## config.mk

```make
export PLATFORM = sky130hd
export DESIGN_NAME = spiker_result_serializer
export DESIGN_NICKNAME = d
export VERILOG_FILES = /design/src/rtl/spiker_result_serializer.sv
export SDC_FILE = /design/constraint.sdc
export NUM_CORES = 1
export LEC_CHECK = 0
export CORE_MARGIN = 4
export CORE_UTILIZATION = 29
export DETAILED_ROUTE_END_ITERATION = 6
export GPL_ROUTABILITY_DRIVEN = 1
export SYNTH_ARGS = -nofsm -noshare
export SYNTH_HDL_FRONTEND = slang
export SYNTH_SLANG_ARGS = --single-unit
```

## constraint.sdc

```tcl
create_clock -name clk_i -period 7.9 [get_ports clk_i]
set_clock_uncertainty 0.15 [all_clocks]
set_input_delay 1.185 -clock clk_i [delete_from_list [all_inputs] [get_ports clk_i]]
set_output_delay 1.185 -clock clk_i [all_outputs]
set_load 0.03 [all_outputs]
```

## src/rtl/spiker_result_serializer.sv

```systemverilog
// rtl/spiker_result_serializer.sv - captures a spike result vector and streams it out as WIDTH-bit words
module spiker_result_serializer #(
    parameter  int WIDTH    = 32,
    parameter  int N_SPIKES = 784,
    localparam int N_WORDS  = (N_SPIKES + WIDTH - 1) / WIDTH,
    localparam int IDX_W    = (N_WORDS > 1) ? $clog2(N_WORDS) : 1,
    localparam int CNT_W    = $clog2(N_SPIKES + 1)
) (
    input  logic                clk_i,
    input  logic                rst_ni,
    input  logic                start_i,
    input  logic [N_SPIKES-1:0] spikes_i,
    input  logic                clr_overrun_i,
    output logic [WIDTH-1:0]    word_o,
    output logic [IDX_W-1:0]    word_idx_o,
    output logic                valid_o,
    output logic                last_o,
    input  logic                ready_i,
    output logic                busy_o,
    output logic                done_o,
    output logic [CNT_W-1:0]    spike_count_o,
    output logic                overrun_o
);

    localparam int PAD_W = N_WORDS * WIDTH;
    localparam logic [IDX_W-1:0] LAST_IDX = IDX_W'(N_WORDS - 1);

    typedef enum logic [1:0] {
        IDLE = 2'd0,
        SEND = 2'd1,
        DONE = 2'd2
    } state_t;

    state_t             state_q, state_d;
    logic [PAD_W-1:0]   shadow_q, shadow_d;
    logic [IDX_W-1:0]   idx_q, idx_d;
    logic [CNT_W-1:0]   cnt_q, cnt_d;
    logic               overrun_q, overrun_d;
    logic [WIDTH-1:0]   word;

    function automatic logic [CNT_W-1:0] popcnt(input logic [WIDTH-1:0] w);
        logic [CNT_W-1:0] c;
        c = '0;
        for (int i = 0; i < WIDTH; i++) begin
            c = c + CNT_W'(w[i]);
        end
        return c;
    endfunction

    // Shadow is padded to a whole number of words so the tail word reads zeros.
    always_comb begin
        word = '0;
        for (int i = 0; i < N_WORDS; i++) begin
            if (idx_q == IDX_W'(i)) begin
                word = shadow_q[i*WIDTH +: WIDTH];
            end
        end
    end

    always_comb begin
        state_d   = state_q;
        shadow_d  = shadow_q;
        idx_d     = idx_q;
        cnt_d     = cnt_q;
        overrun_d = overrun_q;

        if (start_i && (state_q != IDLE)) begin
            overrun_d = 1'b1;
        end else if (clr_overrun_i) begin
            overrun_d = 1'b0;
        end

        case (state_q)
            IDLE: begin
                if (start_i) begin
                    shadow_d                 = '0;
                    shadow_d[N_SPIKES-1:0]   = spikes_i;
                    idx_d                    = '0;
                    cnt_d                    = '0;
                    state_d                  = SEND;
                end
            end
            SEND: begin
                if (ready_i) begin
                    cnt_d = cnt_q + popcnt(word);
                    if (idx_q == LAST_IDX) begin
                        state_d = DONE;
                    end else begin
                        idx_d = idx_q + 1'b1;
                    end
                end
            end
            DONE: begin
                idx_d   = '0;
                state_d = IDLE;
            end
            default: begin
                state_d = IDLE;
            end
        endcase
    end

    always_ff @(posedge clk_i or negedge rst_ni) begin
        if (!rst_ni) begin
            state_q   <= IDLE;
            shadow_q  <= '0;
            idx_q     <= '0;
            cnt_q     <= '0;
            overrun_q <= 1'b0;
        end else begin
            state_q   <= state_d;
            shadow_q  <= shadow_d;
            idx_q     <= idx_d;
            cnt_q     <= cnt_d;
            overrun_q <= overrun_d;
        end
    end

    assign word_o        = word;
    assign word_idx_o    = idx_q;
    assign valid_o       = (state_q == SEND);
    assign last_o        = (state_q == SEND) && (idx_q == LAST_IDX);
    assign busy_o        = (state_q != IDLE);
    assign done_o        = (state_q == DONE);
    assign spike_count_o = cnt_q;
    assign overrun_o     = overrun_q;

endmodule
```

; Yosys cells after proc, flatten, opt, wreduce, memory -nomap -nowiden
; Index checks and enable logic that the tools add are counted.
[op_classes]
add_sub_neg = 33
eq_ne = 30
muxes = 38
n_reduce_logical = 12
[ops]
columns = op, count
row1 = $mux W32, 25
row2 = $add A10 B1 Y10, 22
row3 = $eq A5 B5 Y1 const B, 9
row4 = $eq A5 B4 Y1 const B, 8
row5 = $eq A5 B3 Y1 const B, 4
row6 = $mux W10, 2
row7 = $pmux W10 S2, 1
row8 = $mux W5, 3
row9 = $pmux W5 S3, 1
row10 = $add A10 B10 Y10, 1
row11 = $add A9 B1 Y10, 1
row12 = $eq A5 B2 Y1 const B, 2
row13 = $add A8 B1 Y9, 1
row14 = $add A7 B1 Y8, 1
row15 = $add A6 B1 Y7, 1
row16 = $add A5 B1 Y6, 1
row17 = $mux W2, 3
row18 = $reduce_and A3 Y1, 2
row19 = $reduce_bool A2 Y1, 3
row20 = $add A4 B1 Y5, 1
row21 = $add A5 B1 Y5 const B, 1
row22 = $eq A5 B1 Y1 const B, 1
row23 = $logic_not A5 Y1, 1
row24 = $add A3 B1 Y4, 1
row25 = other kinds (13), 17
[totals]
register_bits = 802
in_bits = 789
out_inout_bits = 52
elab_cells = 118

; Longest topological paths before layout
; Gate-level depths: netlist (run 1).
[logic_depth]
word_depth = 60
depth_mapped = 34

; Worst setup path after synthesis (run 1)
; No wires, ideal clock.
[synth_path]
path_type = flip-flop to flip-flop
start = register idx_q[0] (netlist: word_idx_o[0])
end = register cnt_q[8] (netlist: spike_count_o[8])
setup_ps = 119
arrival_ps = 8560
required_ps = 7631
slack_ps = -929
path_stages_with_launch = 34
synth_period_minus_slack_ps = 8829
cell_sequence = dfrtp_1 ha_1 clkbuf_1 buf_2 clkbuf_1 clkbuf_1 and3_1 ha_1 clkbuf_1 inv_1 clkbuf_1 o211a_1 o221ai_1 a21oi_1 a21oi_1 o2111a_1 nor3_1 fa_1 inv_1 fa_1 fa_1 fa_1 fa_1 fa_1 fa_1 inv_1 fa_1 a21o_1 a21oi_1 nand2b_1 a21boi_0 o31ai_1 xor2_1 nor2_1
[synth_between]
elab_cells_between_ends = 84
[synth_rtl]
columns = element, line
row1 = from (decl), 36  ; logic [IDX_W-1:0] idx_q, idx_d;
row2 = from (signal assigned), 113  ; idx_q <= idx_d;
row3 = $logic_not A5 Y1, 54  ; if (idx_q == IDX_W'(i)) begin
row4 = $mux W32 (24 in series), 54
row5 = $mux W32 *, 54
row6 = named net word_o[7], 14  ; output logic [WIDTH-1:0] word_o,
row7 = $add A7 B1 Y8 *, 45  ; c = c + CNT_W'(w[i]);
row8 = $add A8 B1 Y9 *, 45
row9 = $add A9 B1 Y10 *, 45
row10 = $add A10 B1 Y10 * (22 in series), 45
row11 = $add A10 B10 Y10 *, 85  ; cnt_d = cnt_q + popcnt(word);
row12 = $mux W10 *, 84  ; if (ready_i) begin
row13 = $pmux W10 S2 *, 73  ; case (state_q)
row14 = to (signal assigned), 114  ; cnt_q <= cnt_d;
row15 = to (decl), 37  ; logic [CNT_W-1:0] cnt_q, cnt_d;
; The timed path passes the listed nets; every way through them passes the cells marked *. The select of a mux whose other input is x is not followed.
; A chain may end at the register's enable or synchronous reset.

; Final worst setup path (run 1)
[layout_path]
start = register idx_q[1] (netlist: word_idx_o[1])
end = register cnt_q[8] (netlist: spike_count_o[8])
[layout_between]
elab_chain_len = 60
elab_cells_between_ends = 84
[layout_rtl]
columns = element, line
row1 = $logic_not A5 Y1, 54
row2 = $mux W32 (24 in series), 54
row3 = $mux W32 *, 54
row4 = $add A1 B1 Y2, 45
row5 = $add A2 B1 Y3, 45
row6 = $add A3 B1 Y4, 45
row7 = $add A4 B1 Y5, 45
row8 = $add A5 B1 Y6, 45
row9 = $add A6 B1 Y7, 45
row10 = $add A7 B1 Y8, 45
row11 = $add A8 B1 Y9, 45
row12 = $add A9 B1 Y10, 45
row13 = $add A10 B1 Y10 (21 in series), 45
row14 = $add A10 B1 Y10 *, 45
row15 = $add A10 B10 Y10 *, 85
row16 = $mux W10 *, 84
row17 = $pmux W10 S2 *, 73
; Mark *: on every way between the ends. The rest lies on a longest branch, timed or not. The select of a mux whose other input is x is not followed.

==> PnR_summary.wiki, run 1 <==
{| class="wikitable"
! Metric !! Value
|-
| Result of the run || completed
|-
| Most prevalent standard cell on the critical path || fa_1
|-
| Clk_lat worst skew || 710 ps
|-
| Worst slack after detailed placement || -332 ps
|-
| Total congestion overflow || 0
|-
| Cell family with most CP delay || adder cells
|-
| Post-synthesis cell area || 38,500 um2
|-
| Number of violations of the max-capacitance limit || 0
|-
| DR vias/cell || about 5.5
|-
| Highest metal layer with signal wires || met5
|-
| Worst reg2reg setup slack || 90 ps
|-
| Cell with the largest stage delay on the worst path || fa_1
|-
| CTS clk-pin slew, worst paths || about 60 ps
|-
| H-tree level count || 3
|-
| Routed metal-1 wirelength || 84.2 mm
|-
| Most used flip-flop cell after synthesis || dfrtp_1
|-
| Crit path arrival time || 8240 ps
|-
| Largest stage delay on the critical path || 580 ps
|-
| Final Hold Viols || 0
|-
| Number of max-slew violations in the final report || 0
|-
| Number of global-route vias before repair || 34,000
|-
| Number of I/O pins || approximately 840
|-
| Largest net degree at the start of global routing || 202
|-
| Area enclosed by the die boundary || 139,000 um2
|-
| Number of synthesized flops with an enable pin || 0
|-
| Synthesized net count || 4,015
|-
| Final period demand of the worst path || 7810 ps
|-
| DRC marker count from the first detailed-route iteration || 3,547
|-
| IO buf count || 840
|-
| Number of warnings printed during yosys synthesis || 0
|-
| Library cell occupying the most area in the post-synthesis netlist || dfrtp_1
|-
| Relative area change from synthesis to final layout || 44.8%
|-
| Synth top area share || about 52%
|-
| Unrepaired setup endpoints after global routing || true
|-
| Post-synthesis instance total || 3,180
|-
| Slew at the pin with the worst max-slew slack || 1360 ps
|-
| Sequential cell area fraction in the yosys report || 52.2%
|-
| Final worst path period share || a little over nine tenths
|-
| Area of the core || 132,000 um2
|-
| Buffer and inverter count on the worst path || 5
|-
| Type of destination of the critical path || flip-flop
|-
| Number of distinct library cells after synthesis || roughly 90
|-
| Startpoint type of the worst setup path || flip-flop
|-
| Effective utilization at floorplan || 29.2%
|-
| Global-route wire length before repair || 281 mm
|-
| Worst reg2reg path depth || 28
|-
| Slew HR || under 10%
|-
| Flip-flop and latch count after synthesis || 802
|-
| Share of flip-flops with an asynchronous set or reset after synthesis || between 90% and 100%
|-
| Die Span Y || ~370 um
|-
| Total CTS buffers || 95
|-
| Wire length per cell after detailed routing || 34.2 um
|-
| CTS tree || yes
|-
| Commonest cells in the netlist || 802 x dfrtp_1, 764 x mux2_2, 178 x o21ai_0
|-
| Wire length after detailed routing || 212 mm
|-
| Clock buffer depth || 3
|-
| Max Fanout on Critical Path || 8
|-
| Detailed placer's ending HPWL || between 150 and 200 mm
|-
| Share of layout cells above drive strength 1 || 33.6%
|-
| Mean post-synth cell area || 12.1 um2
|-
| Most repeated cell in the gate-level netlist after synthesis || dfrtp_1
|-
| Layout net count || 5,145
|-
| Total setup violations reported at the end of the flow || 0
|-
| Startpoint-to-endpoint class of the critical path || flip-flop to flip-flop
|-
| Met3 Routed Length || 21.1 mm
|-
| Total met2 wirelength after detailed routing || 95.9 mm
|-
| Initial antenna violation count || 85
|-
| First drt pass iteration count || 6
|-
| Instance count on the critical path || 28
|-
| Last weighted congestion value of the routability-driven placer || 0.992
|-
| Number of remaining DRC errors || 0
|-
| Count of nets left with antenna violations after detail routing || 0
|-
| Slack of the critical path || 89.1 ps
|-
| Die width || approximately 370 um
|-
| Number of clock sinks || 802
|-
| Required time at the endpoint of the critical path || 8330 ps
|-
| Cell chosen for the clock root || clkbuf_16
|-
| GR Util All Layers || 29.5%
|-
| Hold Crit Depth || 1
|-
| Maximum clock frequency || approximately 130 MHz
|-
| Count of standard-cell rows || around 130
|-
| DR vias || roughly 34,000
|-
| Path category of the worst min-delay check || flip-flop to flip-flop
|-
| Dominant cells by area after synthesis || dfrtp_1 52%, mux2_2 22%, o21ai_0 2.3%, a21oi_1 2.2%, clkbuf_1 1.4%
|}
-- worst register-to-register path: cells and delay by family (launching register included) --
family	cells	cell delay, ps
adders and majority gates	9	3820
and+or+nand+nor	6	1170
DFF	1	430
AOI/OAI and AO/OA	7	1160
buffers and inverters	5	790
xor gates and xnor gates	1	160
-- path summary, 6_finish.rpt --
kind | to | from
max | spike_count_o[8]$_DFFE_PN0P_ | word_idx_o[1]$_DFFE_PN0P_
min | shadow_q[92]$_DFFE_PN0P_ | shadow_q[92]$_DFFE_PN0P_
min in group asynchronous | shadow_q[120]$_DFFE_PN0P_ | rst_ni
max reg2reg | spike_count_o[8]$_DFFE_PN0P_ | word_idx_o[1]$_DFFE_PN0P_
max in group asynchronous | shadow_q[428]$_DFFE_PN0P_ | rst_ni
min reg2reg | shadow_q[92]$_DFFE_PN0P_ | shadow_q[92]$_DFFE_PN0P_
-- routing by layer --
| layer | track usage [%] | vias up |
|---|---|---|
| met1 | 37.2 | 17500 |
| met5 | 0 | - |
| li1 | - | 14200 |
| met3 | 9.99 | 405 |
| met4 | 13.4 | 52 |
| met2 | 45.7 | 1688 |
-- final cells by class --
class / instances / area, um2
Fill cell: 12600 / 75900
Sequential cell: 802 / 20100
Multi-Input combinational cell: 2094 / 17800
Timing Repair Buffer: 1258 / 12000
Clock buffer: 132 / 2780
Tap cell: 1755 / 2200
Clock inverter: 41 / 477
Inverter: 59 / 228
Antenna cell: 54 / 135
-- cells in the final DEF, fill, tap and decap left out, types with 16 or more instances in the layout --
master	count
clkbuf_8	22
buf_4	378
mux2_2	764
nor3_1	25
nand3_1	31
clkdlybuf4s50_1	839
a221oi_1	42
a21oi_1	154
o22ai_1	83
nor2_1	130
a22oi_1	59
and3_1	17
nor2b_1	16
a211oi_1	16
o221ai_1	29
o211ai_1	17
diode_2	54
inv_1	53
o21ai_0	167
nand2_1	127
dfrtp_1	797
buf_12	33
a221o_1	19
o21a_1	16
fa_1	24
clkbuf_16	97
-- state kept, by name, indices dropped and copies added (netlist names) --
register       count
state_q            2
shadow_q         784
spike_count_o     10
word_idx_o         5
overrun_o          1
-- cell families after synthesis --
| family | Yosys count | synth area share [%] |
|---|---|---|
| xor+xnor | 5 | 0.114 |
| buf+inv | 284 | 3.09 |
| mux | 764 | 22.4 |
| fa+ha+maj | 46 | 2.00 |
| flops | 802 | 52.2 |
| compound gates | 792 | 13.7 |
| simple gates | 487 | 6.59 |
-- what timing repair did --
item | 4_1_cts | 5_1_grt
resized for setup | 18 | 92
hold buffers | 0 | 0
setup buffers | 6 | 10
pin swaps | 8 | 20
endpoints found under the setup margin | 4 | 4
-- stage by stage --
| stage | cell area [um2] | hold WS [ps] | util (%) | setup TNS (ps) | std cells |
|---|---|---|---|---|---|
| after floorplan | 38600 | 294 | - | 0 | 3180 |
| after global placement | 51800 | 326 | 39.3 | -777 | 5952 |
| after detailed placement | 51800 | 340 | 39.3 | -980 | 5952 |
| after CTS | 55100 | 345 | 41.9 | 0 | 6131 |
| after global routing | 55700 | 365 | 42.3 | -320 | 6167 |
| final | 55700 | 353 | 42.3 | 0 | 6195 |
Power of run 1 is not shown: default switching activity piles up to over one toggle a cycle in this logic, so the estimate is an artifact.
==> inputs of run 2 (changes only) <==
--- a/config.mk
+++ b/config.mk
@@ -11,2 +11,3 @@
 export GPL_ROUTABILITY_DRIVEN = 1
+export HOLD_SLACK_MARGIN = 0.12
 export SYNTH_ARGS = -nofsm -noshare
--- a/constraint.sdc
+++ b/constraint.sdc
@@ -4,2 +4,2 @@
 set_output_delay 1.185 -clock clk_i [all_outputs]
-set_load 0.03 [all_outputs]
+set_load 0.05 [all_outputs]
==> run 2 against run 1 <==
  * Wire length increased by 1.1%
  * First-iteration DRC count increased by 4.0%
  * Final area increased by 0.23%
  * Count of clock-buffer cells in the layout increased by 7
  * Register-to-register slack improved by 70 ps
  * Final cell count increased by 0.19%
  * Maximum frequency increased by 0.89%
  * Global-route usage increased by 0.26 points
  * Flip-flop and latch count unchanged
  * Non-clock buffer count increased by 26
  * Largest cell class unchanged
  * Highest routed layer unchanged
==> PnR_summary.wiki, run 2 (synthesis results as in run 1) <==
{| class="wikitable"
! Metric !! Value
|-
| CTS tree || yes
|-
| Slew at the pin with the worst max-slew slack || 1330 ps (-33.8 ps)
|-
| Crit path arrival time || 8170 ps (-70 ps)
|-
| Final non-filler cell area || 55,900 um2 (+0.23%)
|-
| Register containing the most flip-flops in the final layout || shadow_q
|-
| Die width || 372 um (unchanged)
|-
| Result of the run || completed
|-
| Path category of the worst min-delay check || flip-flop to flip-flop
|-
| Clock buffer depth || 3 (unchanged)
|-
| Max Fanout on Critical Path || 11 (+3)
|-
| Area enclosed by the die boundary || 139,000 um2 (unchanged)
|-
| Filler-free cell count of the finished design || 6,207 (+0.19%)
|-
| Total CTS buffers || 93 (-2.1%)
|-
| Max FFs per register || 784 (unchanged)
|-
| Total Neg Setup Slack || 0 ps (unchanged)
|-
| Detailed placer's ending HPWL || 173 mm (+1.2%)
|-
| Count of nets left with antenna violations after detail routing || 0 (unchanged)
|-
| Worst hold slack across all endpoints || 331 ps (-22.2 ps)
|-
| Global-route wire length before repair || 283 mm (+0.61%)
|-
| Final period demand of the worst path || 7740 ps (-68.6 ps)
|-
| CTS clk-pin slew, worst paths || 60 ps (about the same)
|-
| Wire length after detailed routing || 214 mm (+1.1%)
|-
| DRC marker count from the first detailed-route iteration || 3,689 (+4.0%)
|-
| Number of violations of the max-capacitance limit || 0 (unchanged)
|-
| Area of the core || 132,000 um2 (unchanged)
|-
| Cell chosen for the clock root || clkbuf_16
|-
| Number of remaining DRC errors || 0 (unchanged)
|-
| Clk_lat worst skew || 740 ps (+30 ps)
|-
| Final Hold Viols || 0 (unchanged)
|-
| Number of clock sinks || 802 (unchanged)
|-
| Relative area change from synthesis to final layout || 45.1%
|-
| IO buf count || 840 (unchanged)
|-
| Dpl cells || 5,978 (+0.44%)
|-
| DR vias || 34,100 (+0.89%)
|-
| Type of destination of the critical path || flip-flop
|-
| Hold-fix buffers, CTS || 0 (unchanged)
|-
| Die Span Y || 372 um (unchanged)
|-
| Total setup violations reported at the end of the flow || 0 (unchanged)
|-
| Top library cells by usage in the layout, fill and taps aside || 839 x clkdlybuf4s50_1, 797 x dfrtp_1, 764 x mux2_2
|-
| H-tree level count || 3 (unchanged)
|-
| Number of max-slew violations in the final report || 0 (unchanged)
|-
| Number of global-route vias before repair || 34,100 (+0.20%)
|-
| Share of layout cells above drive strength 1 || 34.1% (+0.47 points)
|-
| Startpoint-to-endpoint class of the critical path || flip-flop to flip-flop
|-
| Placed cell areas || 52,000 um2 (+0.43%)
|-
| Number of I/O pins || 841 (unchanged)
|-
| Slew HR || 11.2% (+2.0 points)
|-
| GR Util All Layers || 29.8% (+0.26 points)
|-
| First drt pass iteration count || 5 (-1)
|-
| Effective utilization at floorplan || 29.2% (unchanged)
|-
| Largest net degree at the start of global routing || 182 (-9.9%)
|-
| Final worst path period share || 98.0% (-0.87 points)
|-
| Layout net count || 5,169 (+0.47%)
|-
| Unrepaired setup endpoints after global routing || true
|-
| Initial antenna violation count || 67 (-21%)
|-
| Startpoint type of the worst setup path || flip-flop
|-
| Count of standard-cell rows || 133 (unchanged)
|-
| Maximum clock frequency || 129 MHz (+0.89%)
|-
| DR vias/cell || 5.50 (+0.69%)
|-
| Total congestion overflow || 0 (unchanged)
|-
| Most frequent standard cell in the layout excluding fill and tap cells || clkdlybuf4s50_1
|-
| Last weighted congestion value of the routability-driven placer || 0.971 (-2.1%)
|-
| Wire length per cell after detailed routing || 34.5 um (+0.86%)
|-
| Required time at the endpoint of the critical path || 8320 ps (about the same)
|}
[run 2: changes by cell type in the layout (fill, tap and decap cells not counted), moves of 4 or more]
cell        previous run  this run
a21oi_2               12         8
diode_2               54        42
clkbuf_8              22        26
clkbuf_1              13        20
clkinvlp_4            10         6
a21oi_1              154       160
buf_4                378       401
clkinv_2              15        11
[run 2: area by class of cell]
type	instances	area [um2]
clock buffers	139	2760
fillers	12500	75800
well taps	1755	2200
multi-input cells	2094	17900
clock inverters	32	400
inverters	59	228
diodes	42	105
repair buffers	1284	12200
flip-flops and latches	802	20100
[run 2: worst paths after layout]
path | startpoint | to | slack (ps) | cells after the start
max in group asynchronous | rst_ni | shadow_q[558]$_DFFE_PN0P_ | 5570 | 2
hold / removal | state_q[1]$_DFFE_PN0P_ | state_q[0]$_DFFE_PN0P_ | 330 | 1
min in group asynchronous | rst_ni | shadow_q[106]$_DFFE_PN0P_ | 410 | 1
hold reg to reg | state_q[1]$_DFFE_PN0P_ | state_q[0]$_DFFE_PN0P_ | 330 | 1
setup reg to reg | word_idx_o[4]$_DFFE_PN0P_ | spike_count_o[8]$_DFFE_PN0P_ | 160 | 25
setup / recovery | word_idx_o[4]$_DFFE_PN0P_ | spike_count_o[8]$_DFFE_PN0P_ | 160 | 25
[run 2: repair_timing]
item                       in CTS  in global routing
hold endpoints to repair        0                  0
setup buffers                   0                 15
setup endpoints to repair       6                  6
pin swaps                       2                 26
gates resized for setup        29                 84
gates cloned                    0                  1
[run 2: per-layer routing]
metal	up-vias	routed length [um]	global-route usage [%]
met2	1733	95400	45.4
li1	14300	-	-
met5	-	279	0
met4	46	11200	13.9
met3	426	19800	8.90
met1	17700	87500	38.7
[run 2: worst max-delay path, cell delays in order, from the launching register on]
cell and delay [ps]:
dfrtp_4 490, buf_12 160, inv_1 170, buf_4 230
and3_1 500, a221oi_1 150, o21ai_1 170, o221ai_1 220
and4_1 290, or3_1 400, fa_1 520, fa_1 440
fa_1 510, fa_1 560, fa_1 440, fa_1 570
fa_2 220, inv_2 40, fa_2 340, a21o_1 180
a21oi_2 160, nand2b_4 150, a21boi_2 60, o31ai_2 210
xor2_1 170, nor2_1 60
[run 2: per-stage QoR]
step	worst slack [ps]	util (%)
2_1_floorplan	-38.0	-
3_3_place_gp	-336	39.5
3_5_place_dp	-375	39.5
4_1_cts	2.45	42.0
5_1_grt	-1.76	42.4
6_report	158	42.4
Power of run 2 is left out for the same reason.
